### config.mk
export PLATFORM = sky130hd
export DESIGN_NAME = cache_mem_arbiter
export DESIGN_NICKNAME = d
export VERILOG_FILES = /design/src/rtl/cache_mem_arbiter.sv
export SDC_FILE = /design/constraint.sdc
export NUM_CORES = 1
export LEC_CHECK = 0
export ABC_CLOCK_PERIOD_IN_PS = 4300
export BUFFER_PORTS_ARGS = -buffer_cell sky130_fd_sc_hd__buf_2
export CORE_MARGIN = 3
export CORE_UTILIZATION = 47
export DETAILED_ROUTE_END_ITERATION = 12
export PLACE_DENSITY = 0.95
export SLEW_MARGIN = 10
export SYNTH_ARGS = -nofsm -noshare
export SYNTH_HDL_FRONTEND = slang
export SYNTH_SLANG_ARGS = --single-unit
export TNS_END_PERCENT = 1
### constraint.sdc
create_clock -name clk -period 4.3 [get_ports clk]
set_clock_uncertainty 0.2 [all_clocks]
set_input_delay 0.43 -clock clk [delete_from_list [all_inputs] [get_ports clk]]
set_output_delay 0.43 -clock clk [all_outputs]
set_load 0.05 [all_outputs]
### src/rtl/cache_mem_arbiter.sv
// Arbitrates the shared memory read port between icache and dcache, steers
// returned beats to the burst owner, and tracks the dcache's single outstanding write.
module cache_mem_arbiter #(
   parameter int LINE_BEATS = 8,
   parameter int LINE_OFF   = 5,
   parameter int STARVE_MAX = 2,
   localparam int BW = $clog2(LINE_BEATS),
   localparam int SW = $clog2(STARVE_MAX + 1)
) (
   input  logic          clk,
   input  logic          rst_n,
   input  logic          ic_rreq,
   input  logic [31:0]   ic_raddr,
   input  logic          ic_uc,
   input  logic          dc_rreq,
   input  logic [31:0]   dc_raddr,
   input  logic          dc_uc,
   input  logic          dc_wreq,
   input  logic [31:0]   dc_waddr,
   output logic          ic_rgnt,
   output logic          dc_rgnt,
   output logic          ic_rvalid,
   output logic          dc_rvalid,
   output logic [BW-1:0] r_beat,
   output logic          r_last,
   output logic [31:0]   r_data,
   output logic          dc_wgnt,
   output logic          dc_write_ok,
   output logic          mem_rreq,
   output logic [31:0]   mem_raddr,
   output logic [BW-1:0] mem_rlen,
   input  logic          mem_rgnt,
   input  logic          mem_rvalid,
   input  logic [31:0]   mem_rdata,
   input  logic          mem_rlast,
   output logic          mem_wreq,
   output logic [31:0]   mem_waddr,
   input  logic          mem_wgnt,
   input  logic          mem_wdone,
   output logic          burst_err
);

   typedef enum logic [1:0] {S_IDLE, S_RADDR, S_RDATA} state_t;

   state_t               state_q, state_d;
   logic                 owner_dc_q, owner_dc_d;
   logic                 uc_q, uc_d;
   logic [31:0]          addr_q, addr_d;
   logic [SW-1:0]        starve_q, starve_d;
   logic [BW-1:0]        beat_q, beat_d;
   logic                 err_q, err_d;
   logic                 wbusy_q, wbusy_d;
   logic [31:LINE_OFF]   wline_q, wline_d;

   logic                 dc_elig;
   logic                 ic_turn;
   logic [BW-1:0]        cur_len;

   always_comb begin
      state_d    = state_q;
      owner_dc_d = owner_dc_q;
      uc_d       = uc_q;
      addr_d     = addr_q;
      starve_d   = starve_q;
      beat_d     = beat_q;
      err_d      = err_q;
      wbusy_d    = wbusy_q;
      wline_d    = wline_q;

      ic_rgnt    = 1'b0;
      dc_rgnt    = 1'b0;
      ic_rvalid  = 1'b0;
      dc_rvalid  = 1'b0;
      r_beat     = '0;
      r_last     = 1'b0;
      r_data     = '0;
      mem_rreq   = 1'b0;
      mem_raddr  = '0;
      mem_rlen   = '0;

      // A dcache read to the line of the outstanding write must wait for its completion.
      dc_elig = dc_rreq && !(wbusy_q && (dc_raddr[31:LINE_OFF] == wline_q));
      ic_turn = ic_rreq && (starve_q == SW'(STARVE_MAX));
      cur_len = uc_q ? '0 : BW'(LINE_BEATS - 1);

      case (state_q)
         S_IDLE: begin
            if (ic_turn || (ic_rreq && !dc_elig)) begin
               owner_dc_d = 1'b0;
               uc_d       = ic_uc;
               addr_d     = ic_raddr;
               starve_d   = '0;
               state_d    = S_RADDR;
            end else if (dc_elig) begin
               owner_dc_d = 1'b1;
               uc_d       = dc_uc;
               addr_d     = dc_raddr;
               if (ic_rreq) begin
                  starve_d = starve_q + SW'(1);
               end
               state_d    = S_RADDR;
            end
         end
         S_RADDR: begin
            mem_rreq  = 1'b1;
            mem_raddr = uc_q ? addr_q : {addr_q[31:LINE_OFF], {LINE_OFF{1'b0}}};
            mem_rlen  = cur_len;
            if (mem_rgnt) begin
               ic_rgnt = !owner_dc_q;
               dc_rgnt = owner_dc_q;
               beat_d  = '0;
               state_d = S_RDATA;
            end
         end
         S_RDATA: begin
            if (mem_rvalid) begin
               ic_rvalid = !owner_dc_q;
               dc_rvalid = owner_dc_q;
               r_data    = mem_rdata;
               r_beat    = beat_q;
               r_last    = mem_rlast;
               beat_d    = beat_q + BW'(1);
               if (mem_rlast) begin
                  state_d = S_IDLE;
                  if (beat_q != cur_len) begin
                     err_d = 1'b1;
                  end
               end else if (beat_q == BW'(LINE_BEATS - 1)) begin
                  err_d = 1'b1;
               end
            end
         end
         default: state_d = S_IDLE;
      endcase

      mem_wreq    = dc_wreq && !wbusy_q;
      mem_waddr   = mem_wreq ? dc_waddr : '0;
      dc_wgnt     = mem_wreq && mem_wgnt;
      dc_write_ok = !wbusy_q;
      // Completion is applied first so a same-cycle new grant leaves the tracker busy.
      if (mem_wdone) begin
         wbusy_d = 1'b0;
      end
      if (dc_wgnt) begin
         wbusy_d = 1'b1;
         wline_d = dc_waddr[31:LINE_OFF];
      end

      burst_err = err_q;
   end

   always_ff @(posedge clk) begin
      if (!rst_n) begin
         state_q    <= S_IDLE;
         owner_dc_q <= 1'b0;
         uc_q       <= 1'b0;
         addr_q     <= '0;
         starve_q   <= '0;
         beat_q     <= '0;
         err_q      <= 1'b0;
         wbusy_q    <= 1'b0;
         wline_q    <= '0;
      end else begin
         state_q    <= state_d;
         owner_dc_q <= owner_dc_d;
         uc_q       <= uc_d;
         addr_q     <= addr_d;
         starve_q   <= starve_d;
         beat_q     <= beat_d;
         err_q      <= err_d;
         wbusy_q    <= wbusy_d;
         wline_q    <= wline_d;
      end
   end

endmodule

[Word level (Yosys, flattened, before mapping)]
Index checks and enable logic that the tools add are counted.
Word-level totals
  output and inout bits: 112
  flip-flop bits (word level): 70
  bits of input ports: 140
  word-level logic and storage cells: 87
Cells by class
  reductions and logical operators: 22
  $add $sub $neg: 2
  mux-type cells: 43
  eq/ne operators: 11
Operators by type and width (count)
  32-bit 2-to-1 mux: 6
  27-bit equality test: 1
  1-bit 2-to-1 mux: 20
  3-bit 2-to-1 mux: 6
  2-bit 2-to-1 mux: 8
  2-bit nonzero test: 5
  4-bit AND reduction: 2
  1-bit logical AND: 6
  2-bit != test, second input constant: 3
  2-bit one-hot mux with 3 select lines: 1
  3-bit one-hot mux with 2 select lines: 1
  3-bit AND reduction: 2
  5-bit 2-to-1 mux: 1
  2-bit equality test, second input constant: 2
  1-bit zero test: 4
  3-bit by 1-bit adder with 3-bit output, second input constant: 1
  3-bit equality test, second input constant: 1
  3-bit != test: 1
  3-bit != test, second input constant: 1
  2-bit by 1-bit adder with 2-bit output, second input constant: 1
  2-bit by 1-bit equality test with 1-bit output, second input constant: 1
  2-bit zero test: 1
  2-bit by 1-bit != test with 1-bit output, second input constant: 1
  2-bit AND reduction: 1
  1-bit logical OR: 1

[Longest topological paths before layout]
  depth after elaboration: 9
  gate-level depth with buffers: 8
  mapped depth without buffers: 6

[Worst setup path after synthesis]
Ideal clock, no wire load.
  path type: flip-flop to output port
  start point: reg state_q[0]
  end point: out mem_rlen[1]
  arrival: 2144 ps
  path buffers: 3
  required time: 3670 ps
  slack: 1526 ps
  cell stages (with the launch flop): 6
  cell sequence: dfxtp_1 -> nor2b_1 -> clkbuf_1 -> clkbuf_1 -> nor2b_1 -> buf_4
On the way
  longest elaborated chain between the ends: 2
RTL lines
  start, declared: RTL line 45  | state_t state_q, state_d;
  start signal, assigned: RTL line 164  | state_q <= state_d;
  2-bit by 1-bit equality test with 1-bit output: RTL line 86  | case (state_q)
  3-bit 2-to-1 mux: RTL line 86
  end, declared: RTL line 31  | output logic [BW-1:0] mem_rlen,
No other way between the ends.

[Worst setup path in the final report]
  start point: reg wline_q[25] in the netlist's numbering
  end point: reg addr_q[3]
On the way
  longest elaborated chain between the ends: 9
  elaborated cells between the ends (all ways): 10
  those cells by class: eq/ne: 1; mux: 1; reduce/logical: 8
RTL lines
  start, declared: RTL line 53  | logic [31:LINE_OFF] wline_q, wline_d;
  start signal, assigned: RTL line 172  | wline_q <= wline_d;
  27-bit equality test (*): RTL line 82  | dc_elig = dc_rreq && !(wbusy_q && (dc_raddr[31:LINE_OFF] == wline_q));
  1-bit logical AND (*): RTL line 82
  1-bit zero test (*): RTL line 82
  1-bit logical AND (*): RTL line 82
  1-bit zero test: RTL line 88  | if (ic_turn || (ic_rreq && !dc_elig)) begin
  1-bit logical AND: RTL line 88
  1-bit logical OR: RTL line 88
  2-bit nonzero test (no line)
  2-bit AND reduction (no line)
  end signal, assigned: RTL line 167  | addr_q <= addr_d;
  end, declared: RTL line 48  | logic [31:0] addr_q, addr_d;
Mark *: on every way between the ends. The rest lies on a longest branch, timed or not.
A chain may end at the register's enable or synchronous reset.

==> insert_results.sql <==
INSERT INTO impl_metrics (metric_group, metric, value, unit) VALUES
('outcome', 'outcome', 'completed', ''),
('worst_setup_path', 'worst_r2r_endpoint', 'addr_q[3]$_SDFFE_PN0P_', ''),
('synth', 'yosys_warnings', '0', ''),
('timing', 'final_max_slew_viol_count', '0', ''),
('place', 'pre_cts_slack', '1.09', 'ns'),
('synth', 'synth_commonest_cells', '70 x sky130_fd_sc_hd__dfxtp_1, 65 x sky130_fd_sc_hd__nand2_1, 63 x sky130_fd_sc_hd__and2_1', ''),
('route', 'detail_route.wl_per_cell', '16.0', 'µm'),
('route', 'detailedRoute.firstPassIterationCount', '4', ''),
('worst_setup_path', 'crit_path_max_incr_delay', '0.60', 'ns'),
('cts', 'cts.clk_slew.worst_paths', '0.07', 'ns'),
('synth', 'synth-edff-count', '0', ''),
('cells_and_area', 'flow.area_growth_from_synthesis', '34.7', '%'),
('timing', 'report.final.setup_viol', '0', ''),
('cells_and_area', 'count_of_inserted_antenna_diode_cells', '0', ''),
('cells_and_area', 'layout-drive-gt1-share', '38.6', '%'),
('synth', 'netlist-cell-type-count', '38', ''),
('timing', 'finalHoldViolCount', '0', ''),
('timing', 'max_clock_freq', '336', 'MHz'),
('cells_and_area', 'number_of_nets_in_the_layout', '855', ''),
('worst_setup_path', 'critical_path_arrival', '2.98', 'ns'),
('floorplanning', 'io_pins', '252', ''),
('floorplanning', 'die_height', '98.2', 'µm'),
('worst_setup_path', 'path_max_fanout', '29', ''),
('place', 'port-buffer-count', '251', ''),
('global_route', 'maximum_number_of_pins_on_one_net_before_global_route_repair', '71', ''),
('pwr', 'power.total', '0.00170', 'W'),
('global_route', 'grt_pass1_vias', '4138', ''),
('synth', 'post_synth.cell_area_avg', '8.24', 'µm²'),
('synth', 'postSynth.asyncResetShare', '0', '%'),
('cts', 'postCtsHoldBufs', '0', ''),
('worst_setup_path', 'reg2reg_depth', '7', ''),
('timing', 'finalWorstPathRequiredPeriod', '2.98', 'ns'),
('worst_setup_path', 'worstSetupEndpointType', 'register', ''),
('cts', 'clock-root-buffer', 'sky130_fd_sc_hd__clkbuf_8', ''),
('synth', 'synthCells', '485', ''),
('timing', 'rsz0062_at_grt', 'no', ''),
('global_route', 'antenna_found_initial', '0', ''),
('cts', 'cts_inserted_buffers', '9', ''),
('worst_setup_path', 'criticalPathCategory', 'reg2reg', ''),
('worst_setup_path', 'source_of_the_worst_register_to_register_timing_path', 'wline_q[25]$_SDFFE_PN0P_', ''),
('min_path', 'hold_path_depth', '3', ''),
('min_path', 'hold_start', 'dc_waddr[27]', ''),
('synth', 'synth_top_area_share', '35.1', '%'),
('route', 'routed_wirelength', '13100', 'µm'),
('global_route', 'groute.usage.overall', '25.5', '%'),
('route', 'drcViolationCount', '0', ''),
('global_route', 'grt_remaining_overflow', '0', ''),
('timing', 'relSlewSlack', '32.3', '%'),
('synth', 'synth_flop_cell', 'sky130_fd_sc_hd__dfxtp_1', ''),
('global_route', 'grt_first_pass_wirelength', '19900', 'µm'),
('worst_setup_path', 'r2r_setup_slack', '1.32', 'ns'),
('floorplanning', 'floorplan.core_area', '8260', 'µm²'),
('worst_setup_path', 'crit_path_cell_trace', 'xnor2_1, nand4_1, or4_1, o221ai_4, buf_4, mux2i_1, a21oi_1', ''),
('cts', 'htreeDepth', '3', ''),
('cts', 'clock_sink_count', '70', ''),
('synth', 'synthDominantAreaCellType', 'sky130_fd_sc_hd__dfxtp_1', ''),
('route', 'route.vias.total', '4280', ''),
('cts', 'clk_path_buf_depth', '2', ''),
('pwr', 'power.ir.vdd_worst', '209', 'µV'),
('timing', 'timing.final.ws_setup', '1.32', 'ns'),
('timing', 'setup_tns', '0', 'ns'),
('floorplanning', 'die-width', '98.2', 'µm'),
('synth', 'netlist_area', '4000', 'µm²'),
('floorplanning', 'floorplan.initialDensity', '48.4', '%'),
('synth', 'count_of_state_elements_after_synthesis', '70', ''),
('cts', 'clock_insertion_delay_worst_skew', '0.32', 'ns'),
('min_path', 'worstHoldPathType', 'in2reg', ''),
('place', 'dp.final_hpwl', '10100', 'µm'),
('cts', 'post-cts-setup-buffers', '0', ''),
('synth', 'seq_area_frac_synth', '35.1', '%'),
('worst_setup_path', 'timing.critical_path.required', '4.30', 'ns');
power by group:
part | switching [W] | internal [W] | total, W
clock network | 0.000228 | 0.000218 | 0.000445
registers | 0.0000331 | 0.000702 | 0.000735
logic | 0.000345 | 0.000171 | 0.000517
layer usage:
metal,share of wire (%),vias to the layer above,track usage [%]
met5,0,-,0
met2,53,186,47.5
li1,-,2116,-
met3,7.2,31,5.79
met1,37,1947,27.5
met4,2.5,0,10.4
how the worst max path moves through the flow:
| stage | from | end | slack, ns | cells past startpoint |
|---|---|---|---|---|
| 2_1_floorplan | state_q[0]$_SDFFE_PN0P_ | mem_rlen[1] | 1.53 | 5 |
| 3_3_place_gp | dc_raddr[25] | addr_q[11]$_SDFFE_PN0P_ | 1.17 | 8 |
| 3_5_place_dp | dc_raddr[25] | addr_q[3]$_SDFFE_PN0P_ | 1.09 | 8 |
| 4_1_cts | state_q[0]$_SDFFE_PN0P_ | mem_rlen[0] | 1.22 | 3 |
| 5_1_grt | state_q[1]$_SDFFE_PN0P_ | ic_rvalid | 1.04 | 4 |
| 6_report | wline_q[25]$_SDFFE_PN0P_ | addr_q[3]$_SDFFE_PN0P_ | 1.32 | 7 |
area by class of cell:
cell class	count	area [µm²]
multi-input combinational	371	2390
tap	105	131
timing repair buffer	256	1290
clock buffer	12	145
inverter	4	15.0
sequential	70	1400
clock inverter	2	10.0
fill	708	2870
metrics by stage:
step                      util (%)  instance area (µm²)  hold WS (ns)
after floorplan                  -                 4000         0.244
after global placement        63.3                 5230         0.250
after detailed placement      63.3                 5230         0.248
after CTS                     65.2                 5380         0.147
after global routing          65.2                 5390         0.148
final                         65.2                 5390         0.163
layout by cell type, fill, tap and decap left out, types with 2 or more instances in the layout:
cell type	netlist	final
sky130_fd_sc_hd__clkbuf_1	31	2
sky130_fd_sc_hd__xnor2_1	27	27
sky130_fd_sc_hd__inv_1	3	3
sky130_fd_sc_hd__clkbuf_8	0	10
sky130_fd_sc_hd__dfxtp_1	70	70
sky130_fd_sc_hd__nand4_1	6	6
sky130_fd_sc_hd__nor2_1	3	3
sky130_fd_sc_hd__or3_1	2	2
sky130_fd_sc_hd__and2_1	63	63
sky130_fd_sc_hd__nor4_1	2	2
sky130_fd_sc_hd__buf_2	0	251
sky130_fd_sc_hd__and3_1	43	43
sky130_fd_sc_hd__o21ai_0	36	36
sky130_fd_sc_hd__a22oi_1	2	2
sky130_fd_sc_hd__buf_4	2	5
sky130_fd_sc_hd__a21boi_0	28	28
sky130_fd_sc_hd__mux2i_1	33	33
sky130_fd_sc_hd__nand2_1	65	65
sky130_fd_sc_hd__clkinv_2	0	2
sky130_fd_sc_hd__nor2b_1	7	5
sky130_fd_sc_hd__a21oi_1	36	36
sky130_fd_sc_hd__ha_1	3	3
state kept, by name, summed over array words and instances, names as in the netlist:
register,flops
uc_q,1
beat_q,3
state_q,2
owner_dc_q,1
wbusy_q,1
starve_q,2
addr_q,32
wline_q,27
burst_err,1
cells by family after synthesis:
kind of cell,synth area share [%]
multiplexers,8.26
AND/OR/NAND/NOR,27.4
AO/OA/AOI/OAI,16.7
adder cells (fa/ha/maj),0.939
XOR/XNOR,5.92
flip-flops,35.1
buffers and inverters,5.73
worst max-delay path, delay by kind of cell, from the launching register on:
kind / cells / cell delay [ns]
compound gates: 2 / 0.37
mux: 1 / 0.27
buf+inv: 1 / 0.53
xor+xnor: 1 / 0.28
flops: 1 / 0.33
simple gates: 2 / 0.86
No activity file was read; power rests on OpenSTA's default activity.
